[src/rtl/msrv32_store_unit.sv]
// rtl/msrv32_store_unit.sv - RV32I store path driving a single-transfer AHB-Lite write
module msrv32_store_unit (
    input  logic        ms_riscv32_mp_clk_in,
    input  logic        ms_riscv32_mp_rst_in,
    input  logic        store_req_in,
    input  logic [1:0]  store_size_in,
    input  logic [31:0] iadder_in,
    input  logic [31:0] rs2_in,
    input  logic        ahb_ready_in,
    input  logic        ahb_resp_in,
    output logic [31:0] ms_riscv32_mp_dmaddr_out,
    output logic [31:0] ms_riscv32_mp_dmdata_out,
    output logic [3:0]  ms_riscv32_mp_dmwr_mask_out,
    output logic        ms_riscv32_mp_dmwr_req_out,
    output logic [1:0]  ahb_htrans_out,
    output logic        store_busy_out,
    output logic        store_done_out,
    output logic        store_err_out,
    output logic        misaligned_store_out
);

    typedef enum logic [1:0] {
        IDLE = 2'b00,
        ADDR = 2'b01,
        DATA = 2'b10
    } state_t;

    state_t      state;
    state_t      next_state;
    logic        req_misaligned;
    logic [3:0]  req_mask;
    logic [31:0] req_data;
    logic [31:0] data_q;
    logic        accept;

    // Decode the incoming request: lane mask, replicated data and alignment check
    always_comb begin
        req_misaligned = 1'b0;
        req_mask       = 4'b1111;
        req_data       = rs2_in;
        case (store_size_in)
            2'b00: begin
                req_mask = 4'b0001 << iadder_in[1:0];
                req_data = {4{rs2_in[7:0]}};
            end
            2'b01: begin
                req_misaligned = iadder_in[0];
                req_mask       = iadder_in[1] ? 4'b1100 : 4'b0011;
                req_data       = {2{rs2_in[15:0]}};
            end
            default: begin
                req_misaligned = |iadder_in[1:0];
            end
        endcase
    end

    // Requests are only honoured in IDLE; busy-time requests are dropped
    assign accept = (state == IDLE) && store_req_in && !req_misaligned;

    // State register
    always_ff @(posedge ms_riscv32_mp_clk_in) begin
        if (ms_riscv32_mp_rst_in) begin
            state <= IDLE;
        end else begin
            state <= next_state;
        end
    end

    // Next-state logic: each bus phase advances only on HREADY
    always_comb begin
        next_state = state;
        case (state)
            IDLE:    if (accept) next_state = ADDR;
            ADDR:    if (ahb_ready_in) next_state = DATA;
            DATA:    if (ahb_ready_in) next_state = IDLE;
            default: next_state = IDLE;
        endcase
    end

    // Registered outputs, computed from the state being entered so they line up with it
    always_ff @(posedge ms_riscv32_mp_clk_in) begin
        if (ms_riscv32_mp_rst_in) begin
            ms_riscv32_mp_dmaddr_out    <= 32'd0;
            ms_riscv32_mp_dmdata_out    <= 32'd0;
            ms_riscv32_mp_dmwr_mask_out <= 4'd0;
            ms_riscv32_mp_dmwr_req_out  <= 1'b0;
            ahb_htrans_out              <= 2'b00;
            store_busy_out              <= 1'b0;
            store_done_out              <= 1'b0;
            store_err_out               <= 1'b0;
            misaligned_store_out        <= 1'b0;
            data_q                      <= 32'd0;
        end else begin
            ahb_htrans_out             <= (next_state == ADDR) ? 2'b10 : 2'b00;
            ms_riscv32_mp_dmwr_req_out <= (next_state == ADDR);
            store_busy_out             <= (next_state != IDLE);
            store_done_out             <= (state == DATA) && ahb_ready_in && !ahb_resp_in;
            store_err_out              <= (state == DATA) && ahb_ready_in && ahb_resp_in;
            misaligned_store_out       <= (state == IDLE) && store_req_in && req_misaligned;
            if (accept) begin
                ms_riscv32_mp_dmaddr_out    <= {iadder_in[31:2], 2'b00};
                ms_riscv32_mp_dmwr_mask_out <= req_mask;
                data_q                      <= req_data;
            end
            // HWDATA is presented only once the data phase begins
            if ((state == ADDR) && ahb_ready_in) begin
                ms_riscv32_mp_dmdata_out <= data_q;
            end
        end
    end

endmodule

[config.mk]
export PLATFORM = sky130hd
export DESIGN_NAME = msrv32_store_unit
export DESIGN_NICKNAME = d
export VERILOG_FILES = /design/src/rtl/msrv32_store_unit.sv
export SDC_FILE = /design/constraint.sdc
export NUM_CORES = 1
export LEC_CHECK = 0
export CAP_MARGIN = 15
export CORE_UTILIZATION = 42
export DETAILED_ROUTE_END_ITERATION = 12
export PLACE_DENSITY = 0.88
export SYNTH_ARGS = -nofsm -noshare
export SYNTH_HDL_FRONTEND = slang
export SYNTH_SLANG_ARGS = --single-unit
[constraint.sdc]
create_clock -name ms_riscv32_mp_clk_in -period 1.5 [get_ports ms_riscv32_mp_clk_in]
set_input_delay 0.3 -clock ms_riscv32_mp_clk_in [delete_from_list [all_inputs] [get_ports ms_riscv32_mp_clk_in]]
set_output_delay 0.3 -clock ms_riscv32_mp_clk_in [all_outputs]
set_load 0.02 [all_outputs]
Word-level counts from Yosys, hierarchy flattened
Cells that the tools add are included.
{"block": "op_classes", "reduce_logical": 13, "mux": 9, "eq_ne": 4, "shift": 1}
{"cell": "case mux 32 bit (2 select lines)", "count": 1}
{"cell": "two-way mux 2 bit", "count": 4}
{"cell": "case mux 4 bit (2 select lines)", "count": 1}
{"cell": "logical AND 1 bit", "count": 7}
{"cell": "== test 2 x 1 -> 1 bit, second input constant", "count": 3}
{"cell": "case mux 2 bit (3 select lines)", "count": 1}
{"cell": "logical NOT 2 bit", "count": 2}
{"cell": "two-way mux 4 bit", "count": 1}
{"cell": "<< shifter 1 x 2 -> 4 bit, first input constant", "count": 1}
{"cell": "== test 2 bit, second input constant", "count": 1}
{"cell": "logical NOT 1 bit", "count": 2}
{"cell": "case mux 1 bit (2 select lines)", "count": 1}
{"cell": "nonzero test 2 bit", "count": 1}
{"cell": "OR reduction 2 bit", "count": 1}
{"block": "word_totals", "input_bits": 71, "wordCells": 38, "output_inout_bits": 75, "ff_bits": 107}

Logic depth before layout (Yosys ltp)
{"block": "depth", "ltp_word": 8, "ltp_mapped": 7, "mapped_depth_nobuf": 3}

Worst setup path before layout
Ideal clock, no wire load.
{"block": "synth_path", "path_type": "register -> register", "from": "register state[0]", "to": "register ms_riscv32_mp_dmaddr_out[20]", "t_arrival_ps": 1455, "synth_period_minus_slack_ps": 1587, "setup_ps": 132, "path_slack_ps": -87, "stages_incl_launch_ff": 8, "cell_sequence": "dfxtp_1 -> buf_6 -> or3b_1 -> clkbuf_1 -> buf_6 -> buf_6 -> o31ai_1 -> a21oi_1"}
{"block": "synth_via", "elab_chain_cells": 3}
{"element": "start: declaration", "line": "28", "source": "state_t state;"}
{"element": "start signal: assignment", "line": "65", "source": "state <= next_state;"}
{"element": "logical NOT 2 bit", "line": "58", "source": "assign accept = (state == IDLE) && store_req_in && !req_misaligned;"}
{"element": "logical AND 1 bit (2 in a row)", "line": "58"}
{"element": "end signal: assignment", "line": "101", "source": "ms_riscv32_mp_dmaddr_out <= {iadder_in[31:2], 2'b00};"}
{"element": "end: declaration", "line": "11", "source": "output logic [31:0] ms_riscv32_mp_dmaddr_out,"}
No other way between the ends.
A chain may end at the register's enable or synchronous reset.

Worst setup path in the final report
{"block": "layout_path", "from": "register state[1]", "to": "register ms_riscv32_mp_dmaddr_out[7]"}
The elaborated chain is that of the path after synthesis.

==> impl_metrics.prom <==
# TYPE chip_impl_metric gauge
chip_impl_metric{name="fin_hold_ws",unit="ns"} 0.4527
chip_impl_metric{name="numCtsBuffers",unit=""} 9
chip_impl_info{name="critical_path.slowest_cell",value="or3b_4"} 1
chip_impl_metric{name="synth.lib_cells_used.distinct",unit=""} 35
chip_impl_metric{name="rrSetupSlack",unit="ns"} -0.05
chip_impl_metric{name="synth_seq_area_share",unit=""} 0.4718
chip_impl_metric{name="power.internal",unit="µW"} 4183
chip_impl_metric{name="power.share.combinational",unit=""} 0.218
chip_impl_metric{name="detailed_route_drc_error_count",unit=""} 0
chip_impl_metric{name="grt_pass1_wl",unit="mm"} 21.37
chip_impl_metric{name="holdBufCountCts",unit=""} 0
chip_impl_metric{name="antenna_found_initial",unit=""} 1
chip_impl_metric{name="final-hold-violation-count",unit=""} 0
chip_impl_metric{name="drt-initial-drc-count",unit=""} 529
chip_impl_metric{name="crit_path_max_fanout",unit=""} 8
chip_impl_metric{name="power.ir.vdd_worst",unit="V"} 0.0004863
chip_impl_metric{name="filler_cell_count",unit=""} 803
chip_impl_metric{name="synth_enable_flop_cells",unit=""} 0
chip_impl_metric{name="dpl-instance-area",unit="mm²"} 0.006208
chip_impl_metric{name="floorplan.rows",unit=""} 37
chip_impl_metric{name="layout_cell_share_with_drive_strength_beyond_1",unit=""} 0.1642
chip_impl_metric{name="cts_htree_levels",unit=""} 3
chip_impl_metric{name="i_o_pin_count",unit=""} 146
chip_impl_info{name="netlist.top_cell.by_area",value="dfxtp_1"} 1
chip_impl_metric{name="final_area",unit="mm²"} 0.006729
chip_impl_metric{name="part_of_the_power_in_the_clock_network",unit=""} 0.285
chip_impl_metric{name="worst_slew_pin_slew",unit="ns"} 0.5177
chip_impl_metric{name="wire_per_inst",unit="µm"} 19.50
chip_impl_info{name="crit_path_end_kind",value="register"} 1
chip_impl_metric{name="maxCapViolations",unit=""} 0
chip_impl_metric{name="nNetsFinal",unit=""} 730
chip_impl_metric{name="cts.reportedPaths.clkPinSlew",unit="ns"} 0.11
chip_impl_metric{name="netlist_instances",unit=""} 518
chip_impl_info{name="status",value="finished with violations"} 1
chip_impl_info{name="synthFlopType",value="dfxtp_1"} 1
chip_impl_metric{name="synth_largest_type_area_fraction",unit=""} 0.4718
chip_impl_metric{name="maxSlewViolCount",unit=""} 0
chip_impl_metric{name="period_minus_slack",unit="ns"} 1.552
chip_impl_metric{name="critical_path.max_stage_delay",unit="ns"} 0.51
chip_impl_metric{name="multiInputGateArea",unit="mm²"} 0.002336
chip_impl_metric{name="clock_insertion_delay_worst_skew",unit="ns"} 0.38
chip_impl_metric{name="grt_start_max_net_pins",unit=""} 96
chip_impl_metric{name="syn_avg_cell_area",unit="µm²"} 8.601
chip_impl_metric{name="area.sequential",unit="mm²"} 0.002103
chip_impl_metric{name="synth.cell_area",unit="mm²"} 0.004456
chip_impl_metric{name="synth-compound-area-share",unit=""} 0.2449
chip_impl_metric{name="totalWireLength",unit="mm"} 15.60
chip_impl_info{name="cell_at_the_root_of_the_clock_tree",value="clkbuf_8"} 1
chip_impl_metric{name="die_height",unit="µm"} 105.0
chip_impl_info{name="hold_class",value="in -> reg"} 1
chip_impl_metric{name="final.setup_skew",unit="ns"} 0.01104
chip_impl_metric{name="yosys_register_bits",unit=""} 105
chip_impl_metric{name="setup-violations-final",unit=""} 32
chip_impl_metric{name="ys.warnings.count",unit=""} 0
chip_impl_metric{name="gp_congestion",unit=""} 0.8997
chip_impl_metric{name="fraction_of_power_spent_switching_nets",unit=""} 0.3072
chip_impl_metric{name="via_count",unit=""} 4790
chip_impl_metric{name="clock_path_buffers",unit=""} 2
chip_impl_info{name="crit_type",value="reg -> reg"} 1
chip_impl_metric{name="die_area",unit="mm²"} 0.01102
chip_impl_metric{name="static-leakage-power",unit="µW"} 0.002678
chip_impl_metric{name="first_pass_drt_iterations",unit=""} 5
chip_impl_metric{name="place.port_buffers",unit=""} 142
chip_impl_metric{name="coreArea",unit="mm²"} 0.01032
chip_impl_info{name="cts_tree",value="built"} 1
chip_impl_metric{name="synth_simple_gate_area_share",unit=""} 0.1561
chip_impl_metric{name="global_route.overflow_total",unit=""} 0
chip_impl_metric{name="chipWidth",unit="µm"} 105.0
chip_impl_info{name="grt_setup_unrepaired",value="yes"} 1
chip_impl_metric{name="p_switching",unit="µW"} 1855
chip_impl_metric{name="share_seq_of_total_power",unit=""} 0.498
chip_impl_info{name="synth_common_cells",value="105 x dfxtp_1, 81 x nand2_1, 74 x a21oi_1, 44 x clkbuf_1"} 1
chip_impl_metric{name="yosys-mux-area-fraction",unit=""} 0.05616
chip_impl_info{name="setup.worst_path.start_class",value="register"} 1
chip_impl_metric{name="syn_to_final_growth",unit="%"} 51.02
chip_impl_metric{name="synth-xor-area-share",unit=""} 0
chip_impl_metric{name="gr-usage-all-layers",unit=""} 0.2413
chip_impl_metric{name="tritoncts_num_sinks",unit=""} 105
chip_impl_metric{name="place_hpwl",unit="mm"} 9.642
chip_impl_metric{name="worstPathArrival",unit="ns"} 1.81
chip_impl_metric{name="total_power",unit="µW"} 6038
chip_impl_metric{name="start_util",unit=""} 0.4316
chip_impl_info{name="largest_family_of_logic_cells_by_synthesized_area",value="compound AO/OA/AOI/OAI gates"} 1
chip_impl_metric{name="synth-adder-area-share",unit=""} 0
chip_impl_metric{name="timing.final.crit_share",unit=""} 1.034
chip_impl_metric{name="required_time_of_the_worst_setup_path",unit="ns"} 1.75
chip_impl_metric{name="relSlewSlack",unit=""} 0.6527
chip_impl_info{name="timing.critical_path.cells",value="or3b_4, buf_12, o31ai_4, a21oi_1"} 1
chip_impl_info{name="synthMostInstantiatedCell",value="dfxtp_1"} 1
chip_impl_metric{name="antenna_cells_inserted",unit=""} 0
chip_impl_metric{name="ant_nets",unit=""} 0
chip_impl_metric{name="max_freq",unit="MHz"} 644.5
chip_impl_metric{name="vias_in_the_first_global_route",unit=""} 4274
chip_impl_metric{name="async_flop_share",unit=""} 0
chip_impl_metric{name="setup_slack",unit="ns"} -0.05158
chip_impl_info{name="failing_checks",value="setup timing"} 1
chip_impl_metric{name="route.detailed.vias_per_inst",unit=""} 5.988
chip_impl_metric{name="cellPowerDensity",unit="mW/mm²"} 897.3
chip_impl_info{name="area_contributors_post_synth",value="dfxtp_1 47%, a21oi_1 8.3%, nand2_1 6.8%"} 1
## worst max-delay path, delay by kind of cell, from the launching register on
kind                   cells  cell delay [ns]
and+or+nand+nor            1             0.51
AOI/OAI and AO/OA          2             0.37
DFF                        1             0.35
buffers and inverters      1             0.20
## sequential cells by signal, summed over array words and instances, names as in the netlist
name	flops
ms_riscv32_mp_dmaddr_out	30
misaligned_store_out	1
ahb_htrans_out	1
state	2
store_err_out	1
data_q	32
store_done_out	1
store_busy_out	1
ms_riscv32_mp_dmdata_out	32
ms_riscv32_mp_dmwr_mask_out	4
## path summary, 6_finish.rpt
check                                  start                        endpoint  cells past startpoint
worst max-delay path                state[1]     ms_riscv32_mp_dmaddr_out[7]                      4
worst min-delay path            iadder_in[0]  ms_riscv32_mp_dmwr_mask_out[3]                      3
worst max register to register      state[1]     ms_riscv32_mp_dmaddr_out[7]                      4
worst min register to register    data_q[24]    ms_riscv32_mp_dmdata_out[24]                      2
## area by class of cell
cell class              count  area share
multi-input cells         345      0.3472
flip-flops and latches    105      0.3126
repair buffers            193      0.2843
well taps                 136     0.02529
clock buffers              10     0.02045
clock inverters             6    0.007438
inverters                   5    0.002789
## cells in the final DEF (no fill, tap or decap), drive strengths merged, types with 2 or more instances in the layout
cell / n
dfxtp: 105
nand2: 81
a21oi: 74
dlygate4sd2: 72
clkdlybuf4s50: 67
buf: 48
nand4: 38
o31ai: 38
a31oi: 20
mux2i: 16
clkbuf: 14
a211oi: 11
o21ai: 11
a311oi: 10
nand2b: 9
mux2: 8
o211ai: 8
inv: 7
nor2: 3
conb: 3
nor3: 3
clkinv: 3
nand3b: 2
dlymetal6s2s: 2
## power groups by stage
stage	registers (µW)	logic [µW]	clock network [µW]
2_1_floorplan	3120	523	0
3_3_place_gp	3050	1120	0
3_5_place_dp	3050	1150	0
4_1_cts	2990	1120	1720
5_1_grt	3020	1380	1850
6_report	3000	1310	1720
## per-layer routing
metal | vias to the layer above | routed length (µm) | global-route usage
met5 | - | 13 | 0
met2 | 293 | 7717 | 0.4163
met4 | 2 | 490 | 0.06640
met1 | 2275 | 5987 | 0.2963
li1 | 2172 | - | -
met3 | 48 | 1388 | 0.06238
## through the flow
step	utilization	TNS, ns	setup slack [ns]	std cells
final	0.6518	-0.4532	-0.05158	800
after global routing	0.6518	-1.854	-0.09651	800
after CTS	0.6140	-0.003372	-0.002739	791
after detailed placement	0.6014	-26.74	-0.4467	775
after global placement	0.6014	-24.63	-0.3914	775
after floorplan	-	-0.4432	-0.03353	520
## cells by family (layout without fill, tap and decap cells)
logic type / Yosys count / after routing
other: 1 / 3
and+or+nand+nor: 143 / 143
AOI/OAI and AO/OA: 175 / 175
DFF: 105 / 105
muxes: 24 / 24
buffers and inverters: 70 / 214
## what timing repair did
item	CTS	global route
cloned	0	7
gates resized for setup	81	45
pin swaps	0	27
endpoints found under the hold margin	0	0
buffers inserted	0	2
setup endpoints to repair	106	62
Power figures use the tool's default switching activity.
==> variant 1, RTL diff (same flow settings) <==
The output `store_err_out` loses its register stage (`store_err_out` becomes a continuous assignment).
--- a/src/rtl/msrv32_store_unit.sv
+++ b/src/rtl/msrv32_store_unit.sv
@@ -87,7 +87,6 @@
             ahb_htrans_out              <= 2'b00;
             store_busy_out              <= 1'b0;
             store_done_out              <= 1'b0;
-            store_err_out               <= 1'b0;
             misaligned_store_out        <= 1'b0;
             data_q                      <= 32'd0;
         end else begin
@@ -95,7 +94,6 @@
             ms_riscv32_mp_dmwr_req_out <= (next_state == ADDR);
             store_busy_out             <= (next_state != IDLE);
             store_done_out             <= (state == DATA) && ahb_ready_in && !ahb_resp_in;
-            store_err_out              <= (state == DATA) && ahb_ready_in && ahb_resp_in;
             misaligned_store_out       <= (state == IDLE) && store_req_in && req_misaligned;
             if (accept) begin
                 ms_riscv32_mp_dmaddr_out    <= {iadder_in[31:2], 2'b00};
@@ -109,5 +107,7 @@
         end
     end
 
+    assign store_err_out = (state == DATA) && ahb_ready_in && ahb_resp_in;
+
 endmodule
 
Behaviour: not the same (a bounded check fails within 4 cycles, from zero or initial values and one cycle with ms_riscv32_mp_rst_in high).
==> variant 1 against the original RTL <==
- the run still ends with negative setup slack left
- routed wire length fell by 7.4%
- power fell by 0.13%
- area after synthesis fell by 0.51%
- design area fell by 1.7%
- utilization fell by 0.80 points
- register-to-register slack improved by 20 ps
- synthesized cell count fell by 0.39%
- worst setup slack barely moved
- hold slack got worse by 130 ps
- sequential cell count fell by 1
- largest cell class unchanged
==> variant 1: results (changes against the original RTL) <==
clock_tree:
  clk-insertion-delay-late_ps: 380  # about the same
  cts_sinks: 104  # was 105
setup_path:
  slowest_stage: "clkdlybuf4s50_1"  # was or3b_4
  worst_r2r_path_depth: 6  # was 4
  reg2reg_from: "state[0]$_SDFF_PP0_"  # was state[1]$_SDFF_PP0_
  critical_path.max_stage_delay_ps: 480  # was 510 ps
  critPathTopFamily: "buffers and inverters"  # was simple AND/OR/NAND/NOR gates
  top_fanout_value_on_the_critical_path: 31  # was 8
global_route:
  vias_in_the_first_global_route: 4486  # was 4274
  antenna_found_initial: 0  # was 1
  grt_max_degree: 66  # was 96
  grt_pass1_wl_um: 22100  # was 21400 um
  grt_usage: 0.252  # was 0.241
  grt_util_met2: 0.421  # was 0.416
  grt_use_met1: 0.308  # was 0.296
  use_met3: 0.0655  # was 0.0624
status:
  run_status: "complete, but fails checks"  # unchanged
  failed_checks: "negative setup slack"  # unchanged
synth:
  synth-seq-area-share: 0.470  # was 0.472
  top_area_cells_in_the_synthesized_netlist: "dfxtp_1, a21oi_1, nand2_1, o31ai_1, nand4_1"  # unchanged
  synth-adder-area-share: 0  # unchanged
  yosys-mux-area-fraction: 0.0564  # was 0.0562
  compound_gate_portion_of_the_synthesized_area: 0.246  # was 0.245
  synth.top_cells.by_count: "dfxtp_1, nand2_1, a21oi_1"  # unchanged
routing:
  dr_wl_met3_um: 1310  # was 1390 um
  drt-met1-wl_um: 5660  # was 5990 um
  detail_route.wl_per_cell_um: 18.0  # was 19.5 um
  top_layer_used: "met4"  # was met5
  drt_iter0_drc: 358  # was 529
  first_pass_iters: 6  # was 5
  route.final.wire_length_um: 14400  # was 15600 um
  via_count: 4720  # was 4790
  sum_of_met2_wire_segment_lengths_after_detailed_routing_um: 7030  # was 7720 um
pwr:
  post-layout-total-power_mw: 6.03  # was 6.04 mW
  clockNetworkPower_mw: 1.82  # was 1.72 mW
  ir_drop_mv: 0.668  # was 0.486 mV
  leakage_nw: 2.68  # about the same
  power.sequential.fraction: 0.493  # was 0.498
timing:
  layout_setup_ws_ps: -51.5  # was -51.6 ps
  fin_tns_setup_ps: -398  # was -453 ps
  setup_viol: 20  # was 32
  fin_skew_ps: 20.0  # was 11.0 ps
cells_and_area:
  fillCellCount: 840  # was 803
  num-clock-buffers: 9  # was 10
  layout.clock.cell_area_share: 0.0329  # was 0.0279
  n_all_buffers: 197  # was 193
  post_route_cells_drive_above_1_share: 0.162  # was 0.164
  layout.non_clock_inverters: 4  # was 5
die:
  core_area_mm2: 0.0103  # about the same
placement:
  gp_routability_congestion: 0.863  # was 0.900
  dp.cells: 784  # was 775
  placed_area_mm2: 0.00629  # was 0.00621 mm^2
variant 1: cell types whose count changed after synthesis:
cell,unedited run,this run
nor3b_1,0,1
clkinv_1,1,0
dfxtp_1,105,104
clkbuf_1,44,46
nand4b_1,1,0
buf_1,4,2
nor2_1,3,1
nand2_1,81,82
nor4_1,0,1
variant 1: final timing paths:
| path | slack (ps) | to |
|---|---|---|
| worst max-delay path | -50 | ms_riscv32_mp_dmaddr_out[10]$_SDFFE_PP0P_ |
| worst min-delay path | 320 | store_done_out$_SDFF_PP0_ |
| worst min register to register | 460 | ms_riscv32_mp_dmdata_out[18]$_SDFFE_PP0P_ |
| worst max register to register | -30 | data_q[19]$_SDFFE_PP0P_ |
variant 1: per-stage QoR:
stage	utilization	hold slack, ps
after detailed placement	0.612	446
after global placement	0.612	444
final	0.644	320
after global routing	0.644	317
after floorplan	-	378
after CTS	0.626	402
variant 1: timing repair:
item	in CTS	in global routing
buffers inserted	0	1
gates resized for setup	81	29
pin swaps	3	5
setup endpoints to repair	108	61
cloned	0	1
==> variant 2, RTL diff (same settings) <==
Made on the original files. The 3 states of `state_t` get a one-hot encoding in 3 bits.
--- a/src/rtl/msrv32_store_unit.sv
+++ b/src/rtl/msrv32_store_unit.sv
@@ -19,10 +19,10 @@
     output logic        misaligned_store_out
 );
 
-    typedef enum logic [1:0] {
-        IDLE = 2'b00,
-        ADDR = 2'b01,
-        DATA = 2'b10
+    typedef enum logic [2:0] {
+        IDLE = 3'b001,
+        ADDR = 3'b010,
+        DATA = 3'b100
     } state_t;
 
     state_t      state;
Function: no difference found for any inputs over 10 cycles, from zero or initial values and one cycle with ms_riscv32_mp_rst_in high; not proved beyond that.
==> variant 2 against the original RTL <==
- critical path depth rose by 1
- power rose by 1.9%
- sequential cell count rose by 1
- highest routed layer is now met4
- synthesized cell count rose by 1.9%
- count of clock-buffer cells in the layout fell by 1
- via count fell by 2.6%
- non-clock buffer count fell by 3
- area after synthesis rose by 4.0%
- design area fell by 2.5%
- routed wire length fell by 7.9%
- worst setup slack improved by 120 ps
==> variant 2: results (changes against the original RTL) <==
status:
  run_status: "finished clean"  # was complete, but fails checks
setup_path:
  cp.arrival_ps: 1700  # was 1810 ps
  reg2reg_setup_slack_ps: 70  # was -50 ps
  top_fanout_value_on_the_critical_path: 16  # was 8
  worst_r2r_path_depth: 2  # was 4
  crit-reg2reg-capture: "store_busy_out$_SDFF_PP0_"  # was ms_riscv32_mp_dmaddr_out[7]$_SDFFE_PP0P_
synth:
  synth.lib_cells_used.distinct: 42  # was 35
  synth.top_cells.by_count: "dfxtp_1, nand2_1, a21oi_1"  # unchanged
  synth-seq-area-share: 0.458  # was 0.472
clock_tree:
  cts_made_buffers: 9  # unchanged
  cts_max_path_buffers: 2  # unchanged
  clk-insertion-delay-late_ps: 370
routing:
  drt_iter0_drc: 302  # was 529
  detail_route.wl_per_cell_um: 17.8  # was 19.5 um
  via_count: 4666  # was 4790
global_route:
  antenna_found_initial: 0  # was 1
  grt_usage: 0.251  # was 0.241
  grt_pass1_wl_um: 22900  # was 21400 um
  grt_max_degree: 56  # was 96
placement:
  dpl.hpwl_um: 10400  # was 9640 um
  placed_area_mm2: 0.00642  # was 0.00621 mm^2
  gp_routability_congestion: 0.893  # was 0.900
cells_and_area:
  num-nets-final: 735  # was 730
  post_route_cells_drive_above_1_share: 0.129  # was 0.164
  fillCellCount: 863  # was 803
pwr:
  clockNetworkPower_mw: 1.80  # was 1.72 mW
  ir_drop_mv: 0.575  # was 0.486 mV
  leakage_nw: 2.69  # was 2.68 nW
  switchingPower_mw: 1.91  # was 1.85 mW
worst_hold_path:
  hold_path_startpoint: "ms_riscv32_mp_rst_in"  # was iadder_in[0]
  hold_end: "ms_riscv32_mp_dmdata_out[9]$_SDFFE_PP0P_"  # was ms_riscv32_mp_dmwr_mask_out[3]$_SDFFE_PP0P_
timing:
  fin_skew_ps: 16.0  # was 11.0 ps
  whs_ps: 265  # was 453 ps
flow_run:
  cap_viol_max_count: 0  # unchanged
[variant 2: cell count changes after synthesis, moves of 2 or more]
| cell | delta |
|---|---|
| clkbuf_1 | -15 |
| buf_2 | +11 |
| buf_4 | +7 |
| buf_1 | -2 |
| inv_1 | -2 |
| nand3b_1 | -2 |
| nor2_1 | +2 |
| nor3_1 | -2 |
| o211a_1 | +2 |
[variant 2: layout make-up]
type | count | area [um^2] | area share
flip-flops and latches | 106 | 2120 | 0.324
inverters | 3 | 11.3 | 0.00172
multi-input cells | 354 | 2180 | 0.333
clock inverters | 7 | 80.1 | 0.0122
repair buffers | 190 | 1870 | 0.285
well taps | 136 | 170 | 0.0259
clock buffers | 9 | 124 | 0.0189
[variant 2: cell families (layout without fill, tap and decap cells)]
logic type | count (synthesis) | in the layout | share of synthesized area
compound gates | 178 | 178 | 0.243
simple gates | 148 | 148 | 0.165
flops | 106 | 106 | 0.458
buf+inv | 70 | 209 | 0.0778
mux | 24 | 24 | 0.0540
other cells | 1 | 3 | 0.000810
xor+xnor | 1 | 1 | 0.00189
[variant 2: worst max-delay path by stage]
stage / startpoint / endpoint / slack [ps] / cells after the start
2_1_floorplan: state[0]$_SDFF_PP1_ / state[0]$_SDFF_PP1_ / 110 / 6
3_3_place_gp: store_req_in / data_q[9]$_SDFFE_PP0P_ / -280 / 5
3_5_place_dp: store_req_in / data_q[14]$_SDFFE_PP0P_ / -380 / 5
4_1_cts: state[2]$_SDFF_PP0_ / data_q[14]$_SDFFE_PP0P_ / 10 / 4
5_1_grt: iadder_in[0] / ms_riscv32_mp_dmaddr_out[23]$_SDFFE_PP0P_ / 6 / 6
6_report: store_req_in / data_q[13]$_SDFFE_PP0P_ / 70 / 5
[variant 2: critical path: stages]
cell and delay (ps):
clkdlybuf4s50_1 550, and4bb_4 310, buf_6 180, a31oi_1 100, a311oi_1 270
[variant 2: metal layers]
metal,share of wire,GRT usage,vias up
li1,-,-,2201
met1,0.40,0.291,2220
met2,0.50,0.447,207
met3,0.076,0.0565,38
met4,0.029,0.0949,0
met5,0,0,-
[variant 2: what timing repair did]
action	CTS	global route
hold endpoints to repair	0	0
setup endpoints to repair	83	22
hold buffers	0	0
pin swaps	0	2
resized for setup	73	7
[variant 2: through the flow]
stage	power [mW]	TNS, ps	instances	util	setup WS, ps
CTS	6.16	0	805	0.622	13.0
floorplan	3.80	0	530	-	114
finish	6.16	0	805	0.625	67.7
detailed placement	4.43	-24320	789	0.611	-378
global route	6.40	0	805	0.625	6.01
global placement	4.38	-19000	789	0.611	-276
